File: config.mk
export PLATFORM = sky130hd
export DESIGN_NAME = fifo_wr_arbiter
export DESIGN_NICKNAME = d
export VERILOG_FILES = /design/src/rtl/fifo_wr_arbiter.sv
export SDC_FILE = /design/constraint.sdc
export NUM_CORES = 1
export LEC_CHECK = 0
export BUFFER_PORTS_ARGS = -buffer_cell sky130_fd_sc_hd__buf_2
export CAP_MARGIN = 20
export CORE_MARGIN = 10
export CORE_UTILIZATION = 37
export DETAILED_ROUTE_END_ITERATION = 7
export GPL_ROUTABILITY_DRIVEN = 0
export GPL_TIMING_DRIVEN = 0
export HOLD_SLACK_MARGIN = 0.06
export PLACE_DENSITY = 0.71
export RECOVER_POWER = 100
export SLEW_MARGIN = 30
export SYNTH_ARGS = -nofsm -noshare
export SYNTH_HDL_FRONTEND = slang
export SYNTH_SLANG_ARGS = --single-unit
File: constraint.sdc
create_clock -name wr_clk -period 2.7 [get_ports wr_clk]
set_clock_uncertainty 0.05 [all_clocks]
set_input_delay 0.54 -clock wr_clk [delete_from_list [all_inputs] [get_ports wr_clk]]
set_output_delay 0.54 -clock wr_clk [all_outputs]
set_load 0.05 [all_outputs]
File: src/rtl/fifo_wr_arbiter.sv
// -----------------------------------------------------------------------------
// fifo_wr_arbiter
//   Shares the write port of a dual-clock FIFO among NREQ requesters using
//   round-robin arbitration. A grant is held for a burst of up to MAX_BURST
//   beats, and the FIFO clear is sequenced for CLR_CYCLES cycles on request.
//   Everything runs in the write-clock domain.
//
// Ports
//   wr_clk     write clock, all logic on the rising edge
//   rst        synchronous reset, active-high
//   req_valid  per-requester "beat available"
//   req_data   requester i data at [i*DW +: DW]
//   req_ready  per-requester "beat accepted this cycle"
//   clr_req    single-cycle pulse requesting a FIFO clear
//   clr_busy   high while the clear sequence runs
//   grant_id   index of the current / last grantee (round-robin pointer)
//   fifo_din   FIFO write data (pass-through of the grantee's data)
//   fifo_we    FIFO write enable
//   fifo_full  FIFO full flag (write-clock domain)
//   fifo_clr   FIFO clear
// -----------------------------------------------------------------------------
module fifo_wr_arbiter #(
    parameter int NREQ       = 4,
    parameter int DW         = 8,
    parameter int MAX_BURST  = 4,
    parameter int CLR_CYCLES = 2
) (
    input  logic                    wr_clk,
    input  logic                    rst,
    input  logic [NREQ-1:0]         req_valid,
    input  logic [NREQ*DW-1:0]      req_data,
    output logic [NREQ-1:0]         req_ready,
    input  logic                    clr_req,
    output logic                    clr_busy,
    output logic [$clog2(NREQ)-1:0] grant_id,
    output logic [DW-1:0]           fifo_din,
    output logic                    fifo_we,
    input  logic                    fifo_full,
    output logic                    fifo_clr
);

    localparam int GW = $clog2(NREQ);
    localparam int BW = $clog2(MAX_BURST + 1);
    localparam int CW = $clog2(CLR_CYCLES + 1);

    typedef enum logic [1:0] {
        S_IDLE,
        S_GRANT,
        S_CLEAR
    } state_e;

    state_e          state_q, state_d;
    logic [GW-1:0]   grant_q, grant_d;
    logic [BW-1:0]   burst_q, burst_d;
    logic [CW-1:0]   clr_cnt_q, clr_cnt_d;

    logic [GW-1:0]   next_grant;
    logic [GW-1:0]   cand;
    logic            found;
    logic            beat;

    logic [DW-1:0]   req_data_a [NREQ];

    for (genvar i = 0; i < NREQ; i++) begin : g_unpack
        assign req_data_a[i] = req_data[i*DW +: DW];
    end

    // Round-robin search: first valid requester after the current pointer,
    // wrapping around so the pointer itself is considered last.
    always_comb begin
        next_grant = grant_q;
        found      = 1'b0;
        cand       = '0;
        for (int k = 1; k <= NREQ; k++) begin
            cand = GW'((int'(grant_q) + k) % NREQ);
            if (!found && req_valid[cand]) begin
                next_grant = cand;
                found      = 1'b1;
            end
        end
    end

    // NOTE: every output and next-state value gets a default before the case
    //       statement, so no path leaves a variable unassigned (no latches).
    always_comb begin
        state_d   = state_q;
        grant_d   = grant_q;
        burst_d   = burst_q;
        clr_cnt_d = clr_cnt_q;
        beat      = 1'b0;
        req_ready = '0;
        fifo_we   = 1'b0;
        fifo_din  = '0;
        fifo_clr  = 1'b0;
        clr_busy  = 1'b0;

        case (state_q)
            S_IDLE: begin
                // A clear request wins over arbitration; the pointer is left alone.
                if (clr_req) begin
                    state_d   = S_CLEAR;
                    clr_cnt_d = '0;
                end else if (|req_valid) begin
                    grant_d = next_grant;
                    state_d = S_GRANT;
                end
            end

            S_GRANT: begin
                beat               = req_valid[grant_q] & ~fifo_full;
                req_ready[grant_q] = beat;
                fifo_we            = beat;
                fifo_din           = req_data_a[grant_q];

                // The beat of this cycle is still written when a clear arrives.
                if (clr_req) begin
                    state_d   = S_CLEAR;
                    burst_d   = '0;
                    clr_cnt_d = '0;
                end else if (beat) begin
                    if (burst_q == BW'(MAX_BURST - 1)) begin
                        state_d = S_IDLE;
                        burst_d = '0;
                    end else begin
                        burst_d = burst_q + BW'(1);
                    end
                end else if (!req_valid[grant_q]) begin
                    state_d = S_IDLE;
                    burst_d = '0;
                end
                // valid & full: stall with grant and count held.
            end

            S_CLEAR: begin
                fifo_clr = 1'b1;
                clr_busy = 1'b1;
                if (clr_cnt_q == CW'(CLR_CYCLES - 1)) begin
                    state_d   = S_IDLE;
                    clr_cnt_d = '0;
                    burst_d   = '0;
                end else begin
                    clr_cnt_d = clr_cnt_q + CW'(1);
                end
            end

            default: begin
                state_d = S_IDLE;
            end
        endcase
    end

    // NOTE: sequential state uses non-blocking assignments so every register
    //       samples the pre-edge values of its peers.
    always_ff @(posedge wr_clk) begin
        if (rst) begin
            state_q   <= S_IDLE;
            grant_q   <= GW'(NREQ - 1);
            burst_q   <= '0;
            clr_cnt_q <= '0;
        end else begin
            state_q   <= state_d;
            grant_q   <= grant_d;
            burst_q   <= burst_d;
            clr_cnt_q <= clr_cnt_d;
        end
    end

    assign grant_id = grant_q;

endmodule

==> Implementation_results.wiki, run 1 <==
{| class="wikitable"
! Metric !! Value
|-
| Run status || finished, final reports clean
|-
| Buffer levels on the longest clock path || 2
|-
| Final wirelength || 2920 µm
|-
| Number of antenna violations at the first check in global routing || 0
|-
| Synthesis-to-finish area growth || 32.8%
|-
| Clock tree from TritonCTS || built
|-
| Final worst setup slack || approximately 0.12 ns
|-
| Vias after detailed routing || 1025
|-
| Critical Path Source Type || flop
|-
| Synthesized-area fraction occupied by ao, oa, aoi and oai cells || ~15%
|-
| Max Transition Viols Final || 0
|-
| Vias per cell || 5.28
|-
| Final setup vio count || 0
|-
| Yosys top cell area share || 22.4%
|-
| Number of buffers added by the clock tree synthesis step || 3
|-
| First-pass GRT wire length || about 4800 µm
|-
| Combined area of all synthesized cells || 0.00100 mm²
|-
| Mean post-synth cell area || about 9.4 µm²
|-
| Post-synthesis instance total || 107
|-
| Utilization after layout || 52.8%
|-
| Upper clock frequency limit || 388 MHz
|-
| Overall die area || about 0.0052 mm²
|-
| Number of cells in the finished layout apart from fillers || between 150 and 200
|-
| Post-detailed-placement cell area || 0.00131 mm²
|-
| Max-cap violations || 0
|-
| Final number of hold-violating endpoints || 0
|-
| CTS HTree Levels || 1
|-
| Nets || 210
|-
| Synth top area cells || sky130_fd_sc_hd__mux4_2, sky130_fd_sc_hd__dfxtp_1, sky130_fd_sc_hd__ha_1
|-
| Post-synth EDFFs || 0
|-
| Final hold slack || approximately 0.4 ns
|-
| Number of search-and-repair iterations in the first detailed-routing pass || 4
|-
| Total routing resource utilization after global routing || 11.1%
|-
| Setup tns final || 0 ns
|-
| Number of port buffers || 53
|-
| Post-route standard cell area excluding fillers || 0.00133 mm²
|-
| Most common library cell in the layout ignoring fill and taps || sky130_fd_sc_hd__buf_2
|-
| Unrepaired setup endpoints after global routing || false
|-
| Total congestion overflow after global routing || 0
|-
| Number of gates given a new drive strength after cts || 0
|-
| Die height || 72.1 µm
|-
| Starting utilization of the core area || 39.8%
|-
| Number of warnings issued by yosys || 0
|-
| Core box area || 0.00252 mm²
|-
| Post-synthesis cell type count || 39
|-
| Normalized max-slew margin || 59.6%
|-
| Sequential cell area fraction in the yosys report || 18.0%
|-
| # hold bufs at CTS || 0
|-
| Number of diodes added for antenna fixing || 0
|-
| First DRT Iteration DRCs || 38
|-
| Period minus WS final || 2.58 ns
|-
| Placed wire-length estimate || approximately 2500 µm
|-
| Via count of the first global-routing pass || 1096
|-
| Simple-gate share of the synthesized area || 24.3%
|-
| Ratio of final minimum period to clock period || 95.5%
|-
| Instance count after placement with tap cells included || 190
|-
| CTS clock-pin slew for the worst setup and hold paths || 0.06 ns
|-
| Category of the critical setup timing path || reg -> out
|-
| Total of flip-flops plus latches after synthesis || 9
|-
| Setup repair bufs after CTS || 0
|-
| Class of the tightest hold or removal check || reg -> reg
|-
| Layout cell share with drive strength beyond 1 || a little under half
|-
| Overall power of the completed layout || 665 µW
|-
| Area share of xor/xnor cells in the synthesized design || 1.75%
|-
| Width of the chip || 72.1 µm
|-
| Clock Sink Count || 9
|-
| Cell accounting for the most synthesized area || sky130_fd_sc_hd__mux4_2
|-
| Clock insertion delay at the later pin of the skew report || 0.27 ns
|-
| Maximum number of pins on one net before global-route repair || 11
|-
| Number of nets in the synthesized netlist || 152
|-
| Combinational family with the most area after synthesis || multiplexers
|-
| I/O pin total || 57
|-
| Power per cell area || 499 mW/mm²
|-
| FP Rows || 18
|-
| Data required time of the worst path || 2.11 ns
|-
| Dominant synthesized flop cell || sky130_fd_sc_hd__dfxtp_1
|-
| Remaining routing DRC violations || 0
|-
| Multiplexer fraction of the synthesized cell area || about 28%
|-
| Largest voltage drop on the vdd net || 0.000335 V
|-
| CP Capture Type || primary output
|-
| Post-synthesis share of cell area spent on full adders, half adders and majority gates || 6.23%
|-
| Average detailed-routed wire length per instance || 15.1 µm
|-
| Dpl ws || 0.272 ns
|-
| Crit path arrival time || 1.99 ns
|-
| Cell chosen for the clock root || sky130_fd_sc_hd__clkbuf_4
|-
| Slew at the pin closest to its max-slew limit || 0.609 ns
|-
| Critical Path Fanout Max || 8
|-
| Commonest cells after routing, fill and taps aside || sky130_fd_sc_hd__buf_2, sky130_fd_sc_hd__mux4_2, sky130_fd_sc_hd__nor2b_1
|-
| Count of antenna-violating nets left after detailed routing || 0
|-
| Leakage power || 0.613 nW
|-
| Fraction of registers with async set/reset || 0%
|}
## worst paths after layout
| check | from | end | slack, ns | depth (start not counted) |
|---|---|---|---|---|
| setup / recovery | grant_id[0]$_SDFFE_PP1P_ | req_ready[3] | 0.12 | 6 |
| hold / removal | burst_q[2]$_SDFFE_PP0P_ | burst_q[2]$_SDFFE_PP0P_ | 0.40 | 2 |
| setup reg to reg | grant_id[0]$_SDFFE_PP1P_ | grant_id[0]$_SDFFE_PP1P_ | 0.50 | 7 |
| hold reg to reg | burst_q[2]$_SDFFE_PP0P_ | burst_q[2]$_SDFFE_PP0P_ | 0.40 | 2 |
## cell usage after synthesis, types with 2 or more instances
| master | instances |
|---|---|
| sky130_fd_sc_hd__mux4_2 | 10 |
| sky130_fd_sc_hd__nor2b_1 | 10 |
| sky130_fd_sc_hd__dfxtp_1 | 9 |
| sky130_fd_sc_hd__inv_1 | 7 |
| sky130_fd_sc_hd__nor2_1 | 7 |
| sky130_fd_sc_hd__a21oi_1 | 6 |
| sky130_fd_sc_hd__ha_1 | 5 |
| sky130_fd_sc_hd__o21ai_0 | 5 |
| sky130_fd_sc_hd__and2_1 | 4 |
| sky130_fd_sc_hd__nand2b_1 | 4 |
| sky130_fd_sc_hd__clkbuf_1 | 3 |
| sky130_fd_sc_hd__nand2_1 | 3 |
| sky130_fd_sc_hd__nor4_1 | 3 |
| sky130_fd_sc_hd__a31oi_1 | 2 |
| sky130_fd_sc_hd__buf_2 | 2 |
| sky130_fd_sc_hd__mux4_1 | 2 |
| sky130_fd_sc_hd__nand3_1 | 2 |
| sky130_fd_sc_hd__xnor2_1 | 2 |
## per-layer routing
layer / part of all wire (%) / track usage (%) / wire length, µm / up-vias
li1: - / - / - / 515
met1: 37 / 10.7 / 1080 / 489
met2: 58 / 22.4 / 1690 / 15
met3: 3.6 / 2.18 / 104 / 6
met4: 1.3 / 4.09 / 38 / 0
met5: 0 / 0 / 0 / -
## power by group
group / leakage, nW / switching [mW] / total, mW / internal (mW)
registers: 0.0735 / 0.0164 / 0.160 / 0.144
logic: 0.525 / 0.211 / 0.399 / 0.188
clock network: 0.0150 / 0.0487 / 0.106 / 0.0570
## registers in the layout, indices dropped and copies added (netlist names)
| signal | flops |
|---|---|
| clr_cnt_q | 2 |
| grant_id | 2 |
| state_q | 2 |
| burst_q | 3 |
## final cells by class
class / count / area, µm²
clock buffer: 4 / 26.3
timing repair buffer: 53 / 260
sequential: 9 / 180
multi-input combinational: 82 / 751
fill: 254 / 1190
tap: 30 / 37.5
buffer: 9 / 51.3
inverter: 7 / 26.3
## logic make-up after synthesis
kind of cell / Yosys count
AOI/OAI and AO/OA: 22
xor gates and xnor gates: 2
adders and majority gates: 5
buffers and inverters: 16
DFF: 9
muxes: 12
and+or+nand+nor: 41
## critical path, stage by stage (launching register included)
cell and delay [ns]:
sky130_fd_sc_hd__dfxtp_1 0.41, sky130_fd_sc_hd__buf_6 0.16, sky130_fd_sc_hd__mux4_2 0.55, sky130_fd_sc_hd__nand2b_2 0.13
sky130_fd_sc_hd__nor2_2 0.06, sky130_fd_sc_hd__and2_2 0.20, sky130_fd_sc_hd__buf_2 0.20
Power figures use the tool's default switching activity.
==> run 2, diff against run 1 <==
==> constraint.sdc (replaced) <==
create_clock -name wr_clk -period 2.7 [get_ports wr_clk]
set_clock_uncertainty 0.05 [all_clocks]
set_input_delay 0.675 -clock wr_clk [delete_from_list [all_inputs] [get_ports wr_clk]]
set_output_delay 0.675 -clock wr_clk [all_outputs]
set_load 0.05 [all_outputs]
==> Implementation_results.wiki, run 2 (synthesis gave the netlist of run 1 again) <==
{| class="wikitable"
! Metric !! Value
|-
| Final wirelength || 3010 µm (was 2920 µm)
|-
| Width of the chip || 72.1 µm (unchanged)
|-
| Largest Register || burst_q (unchanged)
|-
| WP buf/inv || 2 (unchanged)
|-
| Register-to-register path setup slack || 0.46 ns (was 0.50 ns)
|-
| Remaining routing DRC violations || 0 (unchanged)
|-
| Final number of hold-violating endpoints || 0 (unchanged)
|-
| Count of antenna-violating nets left after detailed routing || 0 (unchanged)
|-
| Vias per cell || 5.39 (was 5.28)
|-
| Die height || 72.1 µm (unchanged)
|-
| Period minus WS final || 2.65 ns (was 2.58 ns)
|-
| FP Rows || 18 (unchanged)
|-
| Instance count after placement with tap cells included || 190 (unchanged)
|-
| Average detailed-routed wire length per instance || 15.5 µm (was 15.1 µm)
|-
| First DRT Iteration DRCs || 23 (was 38)
|-
| Multi-input gate area || 788 µm² (was 751 µm²)
|-
| Number of antenna violations at the first check in global routing || 0 (unchanged)
|-
| Total congestion overflow after global routing || 0 (unchanged)
|-
| Final worst setup slack || 0.0518 ns (was 0.122 ns)
|-
| Max-cap violations || 0 (unchanged)
|-
| Number of buffers added by the clock tree synthesis step || 3 (unchanged)
|-
| Overall die area || 0.00519 mm² (unchanged)
|-
| Layout cell share with drive strength beyond 1 || 54.9% (was 46.3%)
|-
| Ratio of final minimum period to clock period || 98.1% (was 95.5%)
|-
| Setup tns final || 0 ns (unchanged)
|-
| Filler cell count || 250 (was 254)
|-
| Delay of the slowest critical-path stage || 0.54 ns (was 0.55 ns)
|-
| Leakage power || 0.633 nW (was 0.613 nW)
|-
| # hold bufs at CTS || 0 (unchanged)
|-
| CTS HTree Levels || 1 (unchanged)
|-
| I/O pin total || 57 (unchanged)
|-
| Via count of the first global-routing pass || 1091 (was 1096)
|-
| Clock insertion delay at the later pin of the skew report || 0.26 ns (was 0.27 ns)
|-
| Final setup vio count || 0 (unchanged)
|-
| Core box area || 0.00252 mm² (unchanged)
|-
| Cell at the slowest stage of the critical path || sky130_fd_sc_hd__mux4_2 (unchanged)
|-
| Data required time of the worst path || 1.98 ns (was 2.11 ns)
|-
| Number of port buffers || 53 (unchanged)
|-
| Largest voltage drop on the vdd net || 0.000364 V (was 0.000335 V)
|-
| Unrepaired setup endpoints after global routing || false (unchanged)
|-
| Final hold slack || 0.416 ns (was 0.401 ns)
|-
| Most common library cell in the layout ignoring fill and taps || sky130_fd_sc_hd__buf_2 (unchanged)
|-
| Register area || 181 µm² (was 180 µm²)
|-
| CP Capture Type || primary output (unchanged)
|-
| CTS clock-pin slew for the worst setup and hold paths || 0.06 ns (about the same)
|-
| Category of the critical setup timing path || in -> out (was reg -> out)
|-
| Clock Sink Count || 9 (unchanged)
|-
| Starting utilization of the core area || 39.8% (unchanged)
|-
| Number of flip-flops under the largest register name || 3 (unchanged)
|-
| Power per cell area || 496 mW/mm² (was 499 mW/mm²)
|-
| Number of cells in the finished layout apart from fillers || 194 (unchanged)
|-
| Nets || 210 (unchanged)
|-
| Class of the tightest hold or removal check || reg -> reg (unchanged)
|-
| Critical Path Source Type || primary input (was flop)
|-
| Normalized max-slew margin || 60.4% (was 59.6%)
|-
| Crit path arrival time || 1.92 ns (was 1.99 ns)
|-
| Critical Path Fanout Max || 10 (was 8)
|-
| Synthesis-to-finish area growth || 38.2% (was 32.8%)
|-
| Crit path max-delay family || multiplexers (unchanged)
|-
| Vias after detailed routing || 1046 (was 1025)
|-
| Number of search-and-repair iterations in the first detailed-routing pass || 4 (unchanged)
|-
| List of cells traversed by the critical path || clkbuf_2 -> mux4_2 -> nand2b_4 -> nor2_4 -> and2_2 -> buf_2 (was buf_6 -> mux4_2 -> nand2b_2 -> nor2_2 -> and2_2 -> buf_2)
|-
| Placed wire-length estimate || 2570 µm (was 2530 µm)
|-
| Maximum number of pins on one net before global-route repair || 11 (unchanged)
|-
| First-pass GRT wire length || 5080 µm (was 4800 µm)
|-
| Cell chosen for the clock root || sky130_fd_sc_hd__clkbuf_4 (unchanged)
|-
| Upper clock frequency limit || 378 MHz (was 388 MHz)
|-
| Utilization after layout || 55.0% (was 52.8%)
|-
| Buffer levels on the longest clock path || 2 (unchanged)
|-
| Clock tree from TritonCTS || built (unchanged)
|-
| Commonest cells after routing, fill and taps aside || sky130_fd_sc_hd__buf_2, sky130_fd_sc_hd__clkbuf_2, sky130_fd_sc_hd__mux4_2 (was sky130_fd_sc_hd__buf_2, sky130_fd_sc_hd__mux4_2, sky130_fd_sc_hd__nor2b_1)
|-
| Number of diodes added for antenna fixing || 0 (unchanged)
|-
| Slew at the pin closest to its max-slew limit || 0.597 ns (was 0.609 ns)
|-
| Max Transition Viols Final || 0 (unchanged)
|-
| Total routing resource utilization after global routing || 11.8% (was 11.1%)
|-
| Run status || finished, final reports clean (unchanged)
|-
| Dpl ws || 0.00307 ns (was 0.272 ns)
|}
==> run 2: changes by cell type in the layout (fill, tap and decap cells not counted), sizes merged <==
cell / change
clkbuf: +5
buf: -5
==> run 2: power by group <==
| part | leakage [nW] | total [mW] | switching, mW | internal, mW |
|---|---|---|---|---|
| clock | 0.0150 | 0.104 | 0.0466 | 0.0569 |
| combinational | 0.545 | 0.423 | 0.220 | 0.203 |
| sequential | 0.0732 | 0.161 | 0.0166 | 0.145 |
==> run 2: final timing paths <==
kind	from	end	cells after the start
min	burst_q[2]$_SDFFE_PP0P_	burst_q[2]$_SDFFE_PP0P_	2
max reg2reg	grant_id[1]$_SDFFE_PP1P_	grant_id[0]$_SDFFE_PP1P_	6
min reg2reg	burst_q[2]$_SDFFE_PP0P_	burst_q[2]$_SDFFE_PP0P_	2
max	req_valid[3]	req_ready[1]	6
==> run 2: timing repair <==
action	in CTS	in global routing
setup buffers	1	0
gates resized for setup	4	5
endpoints found under the setup margin	12	11
==> run 2: layout make-up <==
| type | instances | share of cell area [%] |
|---|---|---|
| multi-input cells | 82 | 56.9 |
| repair buffers | 54 | 19.8 |
| flip-flops and latches | 9 | 13.1 |
| plain buffers | 8 | 3.79 |
| well taps | 30 | 2.71 |
| clock buffers | 4 | 1.90 |
| inverters | 7 | 1.90 |
==> run 2: metrics by stage <==
step	cell area (µm²)	power, mW
floorplan	1040	0.488
global placement	1340	0.566
detailed placement	1340	0.579
CTS	1380	0.695
global route	1390	0.744
finish	1390	0.688
==> run 2: per-layer routing <==
metal / GRT usage (%) / vias to the layer above / wire, µm
li1: - / 516 / -
met1: 13.0 / 505 / 1180
met2: 21.5 / 23 / 1710
met3: 2.86 / 2 / 105
met4: 3.87 / 0 / 19
met5: 0 / - / 0
==> run 2: worst register-to-register path, delay by kind of cell, from the launching register on <==
kind	cells	cell delay, ns
xor+xnor	1	0.15
compound gates	1	0.28
mux	1	0.54
buf+inv	1	0.16
fa+ha+maj	1	0.40
simple gates	1	0.06
flops	1	0.49
